$ cat src/rtl/mul_div_unit.sv
// Iterative 32-cycle multiply/divide unit with architectural HI/LO registers.
// One multiplier/quotient bit per CALC cycle; FIN applies signs and writes HI/LO.
//
// state  | meaning
// S_IDLE | waiting for start; MTHI/MTLO writes accepted
// S_CALC | one shift-add / shift-subtract step per cycle
// S_FIN  | sign fix-up, HI/LO write, done pulse on exit
module mul_div_unit #(
  parameter int WIDTH = 32,
  parameter int CNT_W = 6
) (
  input  logic             clk,
  input  logic             reset,
  input  logic             start,
  input  logic [1:0]       op,
  input  logic [WIDTH-1:0] a,
  input  logic [WIDTH-1:0] b,
  input  logic             hi_we,
  input  logic             lo_we,
  input  logic [WIDTH-1:0] wdata,
  output logic             busy,
  output logic             done,
  output logic             div_by_zero,
  output logic [WIDTH-1:0] hi,
  output logic [WIDTH-1:0] lo
);

  typedef enum logic [1:0] {S_IDLE, S_CALC, S_FIN} state_t;

  localparam logic [CNT_W-1:0] CNT_LOAD = CNT_W'(WIDTH - 1);

  state_t             r_state;
  logic [CNT_W-1:0]   r_cnt;
  logic               r_busy;
  logic               r_done;
  logic               r_dbz;
  logic [WIDTH-1:0]   r_hi;
  logic [WIDTH-1:0]   r_lo;

  logic               r_is_div;
  logic               r_neg_res;
  logic               r_neg_rem;
  logic               r_div_zero;
  logic [WIDTH-1:0]   r_opnd;
  logic [WIDTH-1:0]   r_a_raw;
  logic [2*WIDTH-1:0] r_acc;

  logic               w_signed;
  logic [WIDTH-1:0]   w_mag_a;
  logic [WIDTH-1:0]   w_mag_b;

  logic [WIDTH:0]     w_mul_sum;
  logic [2*WIDTH-1:0] w_mul_next;
  logic [WIDTH:0]     w_div_shift;
  logic               w_qbit;
  logic [WIDTH-1:0]   w_div_diff;
  logic [2*WIDTH-1:0] w_div_next;

  logic [2*WIDTH-1:0] w_prod;
  logic [WIDTH-1:0]   w_quo;
  logic [WIDTH-1:0]   w_rem;
  logic [WIDTH-1:0]   w_res_hi;
  logic [WIDTH-1:0]   w_res_lo;

  // Magnitude of the most negative value wraps to itself, which is the
  // correct unsigned magnitude.
  assign w_signed = ~op[0];
  assign w_mag_a  = (w_signed && a[WIDTH-1]) ? -a : a;
  assign w_mag_b  = (w_signed && b[WIDTH-1]) ? -b : b;

  // Multiply: accumulator high half gathers partial sums, low half holds the
  // multiplier and is consumed LSB first as the product shifts in.
  assign w_mul_sum  = {1'b0, r_acc[2*WIDTH-1:WIDTH]}
                    + (r_acc[0] ? {1'b0, r_opnd} : {(WIDTH+1){1'b0}});
  assign w_mul_next = {w_mul_sum, r_acc[WIDTH-1:1]};

  // Divide: high half is the partial remainder, low half shifts the dividend
  // out and the quotient in. Remainder stays below the divisor, so only the
  // low WIDTH bits of the difference are needed.
  assign w_div_shift = {r_acc[2*WIDTH-1:WIDTH], r_acc[WIDTH-1]};
  assign w_qbit      = (w_div_shift >= {1'b0, r_opnd});
  assign w_div_diff  = w_div_shift[WIDTH-1:0] - r_opnd;
  assign w_div_next  = {(w_qbit ? w_div_diff : w_div_shift[WIDTH-1:0]),
                        r_acc[WIDTH-2:0], w_qbit};

  assign w_prod = r_neg_res ? -r_acc : r_acc;
  assign w_quo  = r_neg_res ? -r_acc[WIDTH-1:0] : r_acc[WIDTH-1:0];
  assign w_rem  = r_neg_rem ? -r_acc[2*WIDTH-1:WIDTH] : r_acc[2*WIDTH-1:WIDTH];

  assign w_res_hi = !r_is_div ? w_prod[2*WIDTH-1:WIDTH] :
                    r_div_zero ? r_a_raw : w_rem;
  assign w_res_lo = !r_is_div ? w_prod[WIDTH-1:0] :
                    r_div_zero ? {WIDTH{1'b1}} : w_quo;

  always_ff @(posedge clk) begin
    if (reset) begin
      r_state    <= S_IDLE;
      r_cnt      <= '0;
      r_busy     <= 1'b0;
      r_done     <= 1'b0;
      r_dbz      <= 1'b0;
      r_hi       <= '0;
      r_lo       <= '0;
      r_is_div   <= 1'b0;
      r_neg_res  <= 1'b0;
      r_neg_rem  <= 1'b0;
      r_div_zero <= 1'b0;
      r_opnd     <= '0;
      r_a_raw    <= '0;
      r_acc      <= '0;
    end else begin
      r_done <= 1'b0;
      case (r_state)
        S_IDLE: begin
          if (hi_we) r_hi <= wdata;
          if (lo_we) r_lo <= wdata;
          if (start) begin
            r_is_div   <= op[1];
            r_neg_res  <= w_signed & (a[WIDTH-1] ^ b[WIDTH-1]);
            r_neg_rem  <= w_signed & a[WIDTH-1];
            r_div_zero <= op[1] & (b == '0);
            r_opnd     <= op[1] ? w_mag_b : w_mag_a;
            r_a_raw    <= a;
            r_acc      <= {{WIDTH{1'b0}}, (op[1] ? w_mag_a : w_mag_b)};
            r_cnt      <= CNT_LOAD;
            r_busy     <= 1'b1;
            r_state    <= S_CALC;
          end
        end
        S_CALC: begin
          r_acc <= r_is_div ? w_div_next : w_mul_next;
          if (r_cnt == '0) r_state <= S_FIN;
          else             r_cnt   <= r_cnt - 1'b1;
        end
        S_FIN: begin
          r_hi    <= w_res_hi;
          r_lo    <= w_res_lo;
          r_dbz   <= r_div_zero;
          r_done  <= 1'b1;
          r_busy  <= 1'b0;
          r_state <= S_IDLE;
        end
        default: r_state <= S_IDLE;
      endcase
    end
  end

  assign busy        = r_busy;
  assign done        = r_done;
  assign div_by_zero = r_dbz;
  assign hi          = r_hi;
  assign lo          = r_lo;

endmodule

$ cat config.mk
export PLATFORM = sky130hd
export DESIGN_NAME = mul_div_unit
export DESIGN_NICKNAME = d
export VERILOG_FILES = /design/src/rtl/mul_div_unit.sv
export SDC_FILE = /design/constraint.sdc
export NUM_CORES = 1
export LEC_CHECK = 0
export CORE_MARGIN = 5
export CORE_UTILIZATION = 25
export DETAILED_ROUTE_END_ITERATION = 6
export SLEW_MARGIN = 10
export SYNTH_ARGS = -nofsm -noshare
export SYNTH_HDL_FRONTEND = slang
export SYNTH_SLANG_ARGS = --single-unit
$ cat constraint.sdc
create_clock -name clk -period 4.5 [get_ports clk]
set_input_delay 0.9 -clock clk [delete_from_list [all_inputs] [get_ports clk]]
set_output_delay 0.9 -clock clk [all_outputs]
set_load 0.02 [all_outputs]
==> results of run 1 <==
power groups by stage:
stage          registers, mW  clock network (mW)  logic, mW
6_report                2.30                2.24       2.70
5_1_grt                 2.32                2.32       2.91
3_3_place_gp            2.32                   0       2.65
4_1_cts                 2.29                2.25       2.65
3_5_place_dp            2.33                   0       2.64
2_1_floorplan           2.26                   0       1.68
registers in the layout (all words and copies together), names as in the netlist:
signal and cells:
hi 32, r_acc 64, r_a_raw 32, done 1
r_state 2, r_cnt 6, r_div_zero 1, r_neg_rem 1
r_opnd 32, r_is_div 1, r_neg_res 1, lo 32
div_by_zero 1, busy 1
layer usage:
| metal | up-vias | share of wire [%] | global-route usage (%) |
|---|---|---|---|
| met5 | - | 0 | 0 |
| met1 | 8689 | 43 | 24.7 |
| met2 | 737 | 45 | 29.3 |
| li1 | 8543 | - | - |
| met4 | 0 | 4.0 | 6.44 |
| met3 | 115 | 7.7 | 2.97 |
placed cells by master (no fill, tap or decap), types with 11 or more instances in the layout:
master	instances
a211oi_1	48
a21o_1	33
a21oi_1	218
a22oi_1	25
a311oi_1	16
a31oi_1	22
buf_4	70
clkbuf_16	28
clkdlybuf4s50_1	167
dfxtp_1	205
ha_1	70
inv_1	75
mux2i_1	93
nand2_1	292
nand2b_1	18
nand3_1	31
nor2_1	201
nor2b_1	16
nor3_1	60
nor4_1	15
o211ai_1	51
o21ai_0	142
o221ai_1	36
o22ai_1	17
o31ai_1	29
o41ai_1	15
or2_2	11
or3_1	25
or4_1	20
xnor2_1	111
xor2_1	63
how the worst max path moves through the flow:
| stage | to | cells after the start | slack [ps] |
|---|---|---|---|
| 2_1_floorplan | r_acc[28]$_SDFFE_PP0P_ | 12 | 1040 |
| 3_3_place_gp | r_acc[31]$_SDFFE_PP0P_ | 9 | 370 |
| 3_5_place_dp | r_acc[31]$_SDFFE_PP0P_ | 9 | 360 |
| 4_1_cts | r_acc[63]$_SDFFE_PP0P_ | 10 | 680 |
| 5_1_grt | r_acc[63]$_SDFFE_PP0P_ | 10 | 430 |
| 6_report | r_acc[63]$_SDFFE_PP0P_ | 10 | 660 |
cell type report:
class | count | area, sq um | area share [%]
Timing Repair Buffer | 241 | 2250 | 11.0
Inverter | 76 | 285 | 1.40
Clock buffer | 37 | 774 | 3.80
Tap cell | 873 | 1090 | 5.36
Clock inverter | 13 | 130 | 0.638
Sequential cell | 207 | 4150 | 20.3
Multi-Input combinational cell | 1833 | 11700 | 57.4
per-stage QoR:
step / hold slack, ps / instance area (sq um) / utilization [%] / power [mW]
finish: 450 / 20400 / 30.5 / 7.24
floorplan: 431 / 16800 / - / 3.95
detailed placement: 445 / 19500 / 29.1 / 4.97
global route: 474 / 20400 / 30.5 / 7.55
global placement: 440 / 19500 / 29.1 / 4.97
CTS: 453 / 20400 / 30.5 / 7.19
critical path, stage by stage (launching register included):
cell       delay [ps]
dfxtp_1           420
ha_1              420
nand3_1           110
o21bai_1          200
a2111oi_1         630
o211ai_1          270
a211o_1           340
and3_1            160
or2_2             390
o311ai_0          570
a32o_1            250
cells by family after synthesis:
group	Yosys count	share of synthesized area, %
adder cells (fa/ha/maj)	72	5.44
multiplexers	96	5.73
AO/OA/AOI/OAI	735	28.5
XOR/XNOR	174	9.05
flip-flops	207	24.6
buffers and inverters	263	6.09
AND/OR/NAND/NOR	756	20.6
==> impl_results.md, run 1 <==
- Outcome: finished, final reports clean
- Post-synth EDFFs: 0
- Num rows: 95
- Clock Latency Late Sink: 580 ps
- TNS Setup: 0 ps
- Distinct cells, synth: 84
- Total Wirelength: 70.1 mm
- Die Ht: 269 um
- PwrDens: 355 nW/um^2
- Max IR drop VDD: around 0.37 mV
- Reg-to-reg endpoint: r_acc[63]$_SDFFE_PP0P_
- Top-count cell post-synth: nand2_1
- Core Area: 66900 sq um
- Worst path arrival time: roughly 4400 ps
- Hold EP: hi[24]$_SDFFE_PP0P_
- Clock Sinks: 207
- Initial antenna violation count: 0
- Critical Path RT: 5010 ps
- Clock-pin transition on the worst setup and hold timing paths: around 60 ps
- # setup viols final: 0
- Max clock buf depth: 3
- Port Buffers: 169
- 1st-pass router iterations: 6
- Top cell type's share of synthesized area: 24.6%
- Hold Buf Count CTS: 0
- Gate power share: 37.3%
- Avg Inst Size Synth: 7.31 sq um
- Slew @ Worst Pin: 1250 ps
- PostCTS Resize Cnt: 0
- DIE AREA: 72600 sq um
- Async SR Flop Fraction: 0%
- Routed len/inst: between 20 and 25 um
- Dpl ws: between 300 and 400 ps
- Hold path cells: 2
- Fmax: 261 MHz
- Final period util: 85.2%
- Yosys reg bits: 207
- Clock power frac: 30.9%
- First-pass GRT wire length: 106 mm
- Post-DP HPWL: between 50 and 60 mm
- Synth top cells by count: 293 x nand2_1, 218 x a21oi_1, 207 x dfxtp_1
- Vias in the first global route: between 15000 and 20000
- Crit path time final: 3840 ps
- Nets: 2561
- Die Wd: 269 um
- GP Congestion: 0.921
- Final WS setup: 665 ps
- Layout fillers: 7218
- Number of diodes: 0
- Dpl cells: 3230
- Post-Synthesis Cells: roughly 2300
- CTS root buffer: clkbuf_16
- Setup bufs post-CTS: 0
- Sw Ratio: 40.1%
- Slew Limit Headroom: ~17%
- Syn nets: 2478
- LEAKAGE: approximately 7.6 nW
- Hold crit path type: register to register
- Area delta synth->final: 21.2%
- Power Internal: 4.34 mW
- RSZ-0062 raised after global routing: false
- Area contributors post-synth: dfxtp_1 25%, nand2_1 6.5%, a21oi_1 6.5%
- Worst reg2reg startpoint: r_acc[33]$_SDFFE_PP0P_
- Mapped Area: 16800 sq um
- Share of cells above drive strength 1: roughly 6.7%
- Hold_sp: hi[24]$_SDFFE_PP0P_
- R2r worst-path depth: 10
- Pin count of the biggest net entering global routing: 105
- Io pins: 170
- Grt ovf: 0
- Cts bufs inserted: 27
- YS warnings: 0
- CP Max Fanout: 9
- Final std cells w/o fill: 3280
- Clock skew: 13.8 ps
- Routed Antenna Nets: 0
- Sequential area share after synthesis: 24.6%
- Max Cap Violations: 0
- CTS tree: done
- GRT Resource Usage Total: roughly 18%
- # DRC: 0
- Worst Setup End Kind: register
- Vias/cell: 5.51
- H-Tree Depth: 1
- Crit path launch type: register
- DRT iter0 DRCs: 1962
- Reg-to-reg slack, setup: 660 ps
- Fin. max-slew vios: 0
- Yosys top cell by area: dfxtp_1
- Crit path kind: register to register
- Worst setup path startpoint: r_acc[33]$_SDFFE_PP0P_
- Via count: between 15000 and 20000
- Psw: 2.90 mW
- Main synth FF type: dfxtp_1
- Initial Utilization: 25.2%
- Sequential power share: 31.8%
- Endpoints failing hold: 0
No activity file was read; power rests on OpenSTA's default activity.
==> run 2, diff against run 1 <==
--- a/config.mk
+++ b/config.mk
@@ -5,6 +5,8 @@
 export SDC_FILE = /design/constraint.sdc
 export NUM_CORES = 1
 export LEC_CHECK = 0
+export ABC_AREA = 0
+export CAP_MARGIN = 5
 export CORE_MARGIN = 5
 export CORE_UTILIZATION = 25
 export DETAILED_ROUTE_END_ITERATION = 6
==> constraint.sdc (replaced) <==
create_clock -name clk -period 3.4 [get_ports clk]
set_input_delay 0.68 -clock clk [delete_from_list [all_inputs] [get_ports clk]]
set_output_delay 0.68 -clock clk [all_outputs]
set_load 0.02 [all_outputs]
==> impl_results.md, run 2 (synthesis results as in run 1) <==
- Hold crit path type: register to register (unchanged)
- Largest Register: r_acc (unchanged)
- CTS tree: done (unchanged)
- Max clock buf depth: 3 (unchanged)
- Grt met2 use: 29.6% (was 29.3%)
- Clock skew: 13.9 ps (was 13.8 ps)
- Final period util: 97.4% (was 85.2%)
- Crit path launch type: register (unchanged)
- Cts bufs inserted: 26 (was 27)
- # setup viols final: 0 (unchanged)
- CTS root buffer: clkbuf_16 (unchanged)
- Reg-to-reg slack, setup: 90 ps (was 660 ps)
- Slowest-stage cell, CP: or4b_4 (was a2111oi_1)
- RSZ-0062 raised after global routing: false (unchanged)
- Core Area: 66900 sq um (unchanged)
- Post-route core utilization: 32.8% (was 30.5%)
- Layout fillers: 7165 (was 7218)
- Final std cells w/o fill: 3461 (was 3280)
- Clock Sinks: 207 (unchanged)
- PwrDens: 450 nW/um^2 (was 355 nW/um^2)
- Cell count along the critical path: 11 (was 10)
- Final WS setup: 89.6 ps (was 665 ps)
- CP top delay family: simple AND/OR/NAND/NOR gates (was compound AO/OA/AOI/OAI gates)
- Crit path time final: 3310 ps (was 3840 ps)
- Max FFs per register: 64 (unchanged)
- Grt ovf: 0 (unchanged)
- Clock Latency Late Sink: 560 ps (was 580 ps)
- GRT Resource Usage Total: 18.4% (was 18.2%)
- Commonest non-fill, non-tap cells in the layout: 292 x nand2_1, 250 x buf_4, 217 x a21oi_1 (was 292 x nand2_1, 218 x a21oi_1, 205 x dfxtp_1)
- Vias/cell: 5.37 (was 5.51)
- Number of diodes: 0 (unchanged)
- # DRC: 0 (unchanged)
- Share of cells above drive strength 1: 14.0% (was 6.69%)
- Gr busiest metal: met2 (unchanged)
- Dpl ws: -299 ps (was 359 ps)
- Hold_sp: lo[21]$_SDFFE_PP0P_ (was hi[24]$_SDFFE_PP0P_)
- Dpl cell area: 20900 sq um (was 19500 sq um)
- DIE AREA: 72600 sq um (unchanged)
- Routing usage on met1: 25.7% (was 24.7%)
- Pin count of the biggest net entering global routing: 156 (was 105)
- LEAKAGE: 8.57 nW (was 7.63 nW)
- M3 GR Usage: 2.40% (was 2.97%)
- GP Congestion: 0.929 (was 0.921)
- TNS Setup: 0 ps (unchanged)
- Slew Limit Headroom: 36.6% (was 16.6%)
- Total power: 9.89 mW (was 7.24 mW)
- Commonest non-fill, non-tap cell in the layout: nand2_1 (unchanged)
- Port Buffers: 169 (unchanged)
- H-Tree Depth: 1 (unchanged)
- Initial antenna violation count: 0 (unchanged)
- Io pins: 170 (unchanged)
- Hold Buf Count CTS: 0 (unchanged)
- Crit path kind: register to register (unchanged)
- 1st-pass router iterations: 6 (unchanged)
- Setup bufs post-CTS: 0 (unchanged)
- Routed len/inst: 20.5 um (was 21.4 um)
- Worst Setup End Kind: register (unchanged)
- Die Wd: 269 um (unchanged)
- Dpl cells: 3413 (was 3230)
- Endpoints failing hold: 0 (unchanged)
- Worst path max stage delay: 550 ps (was 630 ps)
- Fin area: 22000 sq um (was 20400 sq um)
- Area delta synth->final: 30.5% (was 21.2%)
- Via count: 18600 (was 18100)
- Total Wirelength: 70.8 mm (was 70.1 mm)
- Worst path arrival time: 3710 ps (was 4350 ps)
- Max Cap Violations: 0 (unchanged)
- Worst setup path startpoint: r_acc[6]$_SDFFE_PP0P_ (was r_acc[33]$_SDFFE_PP0P_)
- Fin. max-slew vios: 0 (unchanged)
- CP Max Fanout: 4 (was 9)
- Vias in the first global route: 17300 (was 16700)
- DRT iter0 DRCs: 1820 (was 1962)
- Die Ht: 269 um (unchanged)
- Nets: 2743 (was 2561)
- Clock-pin transition on the worst setup and hold timing paths: 60 ps (about the same)
- R2r worst-path depth: 11 (was 10)
- Max IR drop VDD: 0.278 mV (was 0.373 mV)
- Routed Antenna Nets: 0 (unchanged)
- Slew @ Worst Pin: 947 ps (was 1250 ps)
- Outcome: finished, final reports clean (unchanged)
- Critical path endpoint: hi[29]$_SDFFE_PP0P_ (was r_acc[63]$_SDFFE_PP0P_)
- First-pass GRT wire length: 107 mm (was 106 mm)
- Buf/Inv on CP: 2 (was 0)
- Critical Path RT: 3800 ps (was 5010 ps)
- Post-DP HPWL: 55.8 mm (was 54.2 mm)
- Cell Chain, Critical Path: or4_4 > or3_4 > or4b_4 > or3_4 > buf_4 > o21ai_4 > o32ai_2 > o31ai_1 > buf_4 > a21o_1 > a21oi_1 (was ha_1 > nand3_1 > o21bai_1 > a2111oi_1 > o211ai_1 > a211o_1 > and3_1 > or2_2 > o311ai_0 > a32o_1)
- Initial Utilization: 25.2% (unchanged)
- Final hold slack: 451 ps (was 450 ps)
- Num rows: 95 (unchanged)
- Worst reg2reg startpoint: r_acc[6]$_SDFFE_PP0P_ (was r_acc[33]$_SDFFE_PP0P_)
- Fmax: 302 MHz (was 261 MHz)
- Reg-to-reg endpoint: hi[29]$_SDFFE_PP0P_ (was r_acc[63]$_SDFFE_PP0P_)
run 2: layout make-up:
type / instances / area (sq um) / share of cell area [%]
Multi-Input combinational cell: 1833 / 11900 / 54.0
Sequential cell: 207 / 4150 / 18.9
Timing Repair Buffer: 424 / 3660 / 16.7
Tap cell: 873 / 1090 / 4.97
Clock buffer: 37 / 773 / 3.52
Inverter: 76 / 285 / 1.30
Clock inverter: 11 / 139 / 0.632
run 2: tightest hold or removal path, delay by kind of cell (launching register included):
kind | cells | cell delay (ps)
AO/OA/AOI/OAI | 1 | 50
flip-flops | 1 | 300
AND/OR/NAND/NOR | 1 | 50
run 2: worst min-delay path by stage:
stage	to	slack [ps]	cells past startpoint
after global routing	r_a_raw[17]$_SDFFE_PP0P_	470	2
final	lo[21]$_SDFFE_PP0P_	450	2
after global placement	r_opnd[5]$_SDFFE_PP0P_	440	2
after CTS	r_div_zero$_SDFFE_PP0P_	450	2
after detailed placement	lo[21]$_SDFFE_PP0P_	450	2
after floorplan	r_a_raw[10]$_SDFFE_PP0P_	430	2
run 2: what timing repair did:
action	in CTS	in global routing
resized for setup	4	29
pin swaps	0	6
hold endpoints to repair	0	0
setup endpoints to repair	6	47
run 2: layer usage:
layer	part of all wire, %	wire (um)	up-vias
li1	-	-	8889
met1	44	31400	8810
met2	45	31600	760
met3	7.4	5270	116
met4	3.7	2600	0
met5	0	0	-
run 2: where the power goes:
part	switching [mW]	internal [mW]
combinational	2.34	1.59
sequential	0.278	2.70
clock	1.18	1.81
total	3.80	6.10
==> run 3, diff against run 2 <==
--- a/config.mk
+++ b/config.mk
@@ -10,6 +10,7 @@
 export CORE_MARGIN = 5
 export CORE_UTILIZATION = 25
 export DETAILED_ROUTE_END_ITERATION = 6
+export DONT_BUFFER_PORTS = 1
 export SLEW_MARGIN = 10
 export SYNTH_ARGS = -nofsm -noshare
 export SYNTH_HDL_FRONTEND = slang
==> impl_results.md, run 3 (synthesis results as in run 1) <==
- Outcome: finished, final reports clean (unchanged)
- Critical path endpoint: r_acc[62]$_SDFFE_PP0P_ (was hi[29]$_SDFFE_PP0P_)
- Metal-1 WL: 29.4 mm (was 31.4 mm)
- 1st-pass router iterations: 6 (unchanged)
- LEAKAGE: 7.54 nW (was 8.57 nW)
- Via count: 17700 (was 18600)
- Max clock buf depth: 3 (unchanged)
- Crit path kind: register to register (unchanged)
- Area delta synth->final: 16.8% (was 30.5%)
- Num rows: 95 (unchanged)
- Initial antenna violation count: 2 (was 0)
- Commonest non-fill, non-tap cell in the layout: nand2_1 (unchanged)
- Max Cap Violations: 0 (unchanged)
- CTS tree: done (unchanged)
- Sequential power share: 31.6% (was 30.1%)
- Final period util: 96.4% (was 97.4%)
- Fmax: 305 MHz (was 302 MHz)
- Slew @ Worst Pin: 898 ps (was 947 ps)
- Post-DP HPWL: 54.0 mm (was 55.8 mm)
- Clock skew: 37.6 ps (was 13.9 ps)
- Cell Chain, Critical Path: inv_1 > ha_4 > nand3_1 > o21bai_2 > a2111oi_4 > buf_4 > o211ai_1 > a211o_1 > and3_1 > or2_2 > nor4_1 > buf_4 > o311ai_0 (was or4_4 > or3_4 > or4b_4 > or3_4 > buf_4 > o21ai_4 > o32ai_2 > o31ai_1 > buf_4 > a21o_1 > a21oi_1)
- Worst path max stage delay: 360 ps (was 550 ps)
- Fin. max-slew vios: 0 (unchanged)
- First-pass GRT wire length: 103 mm (was 107 mm)
- Pin count of the biggest net entering global routing: 181 (was 156)
- DIE AREA: 72600 sq um (unchanged)
- Top sig layer: met4 (unchanged)
- # setup viols final: 0 (unchanged)
- Endpoints failing hold: 0 (unchanged)
- CP Max Fanout: 4 (unchanged)
- Clock-pin transition on the worst setup and hold timing paths: 70 ps (was 60 ps)
- Worst path arrival time: 3740 ps (was 3710 ps)
- Clock Sinks: 207 (unchanged)
- Power Internal: 6.01 mW (was 6.10 mW)
- WL met2: 31.1 mm (was 31.6 mm)
- Gate power share: 34.9% (was 39.7%)
- Reg-to-reg slack, setup: 120 ps (was 90 ps)
- Io pins: 170 (unchanged)
- Routed len/inst: 21.8 um (was 20.5 um)
- Final std cells w/o fill: 3203 (was 3461)
- Number of diodes: 0 (unchanged)
- Largest Register: r_acc (unchanged)
- Die Wd: 269 um (unchanged)
- Die Ht: 269 um (unchanged)
- Core Area: 66900 sq um (unchanged)
- Vias in the first global route: 16300 (was 17300)
- Crit path time final: 3280 ps (was 3310 ps)
- PwrDens: 497 nW/um^2 (was 450 nW/um^2)
- Layout fillers: 7289 (was 7165)
- Hold crit path type: primary input to register (was register to register)
- Most frequent CP cell: buf_4
- Initial Utilization: 25.2% (unchanged)
- Clock power frac: 33.5% (was 30.2%)
- Crit path launch type: register (unchanged)
- Vias/cell: 5.54 (was 5.37)
- GP Congestion: 0.940 (was 0.929)
- Psw: 3.77 mW (was 3.80 mW)
- Dpl cells: 3151 (was 3413)
- Clock Latency Late Sink: 590 ps (was 560 ps)
- Reg-to-reg endpoint: r_acc[62]$_SDFFE_PP0P_ (was hi[29]$_SDFFE_PP0P_)
- Worst reg2reg startpoint: r_opnd[4]$_SDFFE_PP0P_ (was r_acc[6]$_SDFFE_PP0P_)
- Slowest-stage cell, CP: nor4_1 (was or4b_4)
- Worst Setup End Kind: register (unchanged)
- Routed Antenna Nets: 0 (unchanged)
- Total Wirelength: 69.7 mm (was 70.8 mm)
- H-Tree Depth: 1 (unchanged)
- Wire length on met3: 6.61 mm (was 5.27 mm)
- R2r worst-path depth: 13 (was 11)
- Total power: 9.77 mW (was 9.89 mW)
- Slew Limit Headroom: 40.0% (was 36.6%)
- CTS root buffer: clkbuf_16 (unchanged)
- Sw Ratio: 38.5% (was 38.4%)
- Nets: 2484 (was 2743)
- Share of cells above drive strength 1: 11.7% (was 14.0%)
- GRT Resource Usage Total: 17.9% (was 18.4%)
- Cts bufs inserted: 27 (was 26)
- Commonest non-fill, non-tap cells in the layout: 292 x nand2_1, 215 x a21oi_1, 204 x dfxtp_1 (was 292 x nand2_1, 250 x buf_4, 217 x a21oi_1)
- Worst setup path startpoint: r_opnd[4]$_SDFFE_PP0P_ (was r_acc[6]$_SDFFE_PP0P_)
- Setup bufs post-CTS: 0 (unchanged)
- Critical Path RT: 3860 ps (was 3800 ps)
- DRT iter0 DRCs: 1986 (was 1820)
- Max FFs per register: 64 (unchanged)
- Max IR drop VDD: 0.344 mV (was 0.278 mV)
- Port Buffers: 0 (was 169)
- Grt ovf: 0 (unchanged)
- # DRC: 0 (unchanged)
[run 3: changes by cell type in the layout (fill, tap and decap cells not counted), sizes merged, moves of 3 or more]
cell and change:
bufinv +3, clkbuf -5, clkinvlp +3, buf -95, clkdlybuf4s50 -167, inv +5
[run 3: power groups by stage]
| stage | clock, mW | sequential, mW | combinational (mW) |
|---|---|---|---|
| after global placement | 0 | 3.12 | 3.26 |
| after CTS | 3.31 | 3.08 | 3.27 |
| after detailed placement | 0 | 3.13 | 3.25 |
| final | 3.27 | 3.09 | 3.41 |
| after floorplan | 0 | 3.00 | 2.23 |
| after global routing | 3.43 | 3.11 | 3.68 |
[run 3: layer usage]
layer	up-vias	GRT usage (%)
met5	-	0
met4	0	6.29
met3	126	3.43
met2	838	28.0
met1	8396	24.7
li1	8371	-
[run 3: worst min-delay path by stage]
stage | startpoint | cells after the start | to | slack, ps
finish | reset | 1 | r_div_zero$_SDFFE_PP0P_ | 160
global route | reset | 1 | r_div_zero$_SDFFE_PP0P_ | 150
CTS | reset | 1 | r_div_zero$_SDFFE_PP0P_ | 160
detailed placement | r_opnd[17]$_SDFFE_PP0P_ | 2 | r_opnd[17]$_SDFFE_PP0P_ | 440
global placement | r_opnd[18]$_SDFFE_PP0P_ | 2 | r_opnd[18]$_SDFFE_PP0P_ | 430
floorplan | r_a_raw[10]$_SDFFE_PP0P_ | 2 | r_a_raw[10]$_SDFFE_PP0P_ | 430
[run 3: cell type report]
| class | instances | area, sq um | area share, % |
|---|---|---|---|
| multi-input cells | 1833 | 11800 | 60.1 |
| flip-flops and latches | 207 | 4150 | 21.1 |
| repair buffers | 164 | 1310 | 6.67 |
| well taps | 873 | 1090 | 5.55 |
| clock buffers | 30 | 717 | 3.65 |
| clock inverters | 20 | 293 | 1.49 |
| inverters | 76 | 285 | 1.45 |
[run 3: critical path: cells and delay by family (launching register included)]
kind,cells,cell delay [ps]
AOI/OAI and AO/OA,5,1130
DFF,1,330
and+or+nand+nor,4,1000
adders and majority gates,1,300
buffers and inverters,3,410
[run 3: timing repair]
action,CTS,global route
endpoints found under the hold margin,0,0
hold buffers,0,0
resized for setup,0,28
setup endpoints to repair,0,39
[run 3: metrics by stage]
stage	cell area, sq um	hold slack (ps)	setup WS [ps]	utilization (%)	TNS [ps]
floorplan	16800	431	164	-	0
global placement	18500	434	28.7	27.6	0
detailed placement	18500	442	26.6	27.6	0
CTS	19500	161	11.5	29.1	0
global route	19700	149	-19.6	29.4	-50.9
finish	19700	163	124	29.4	0
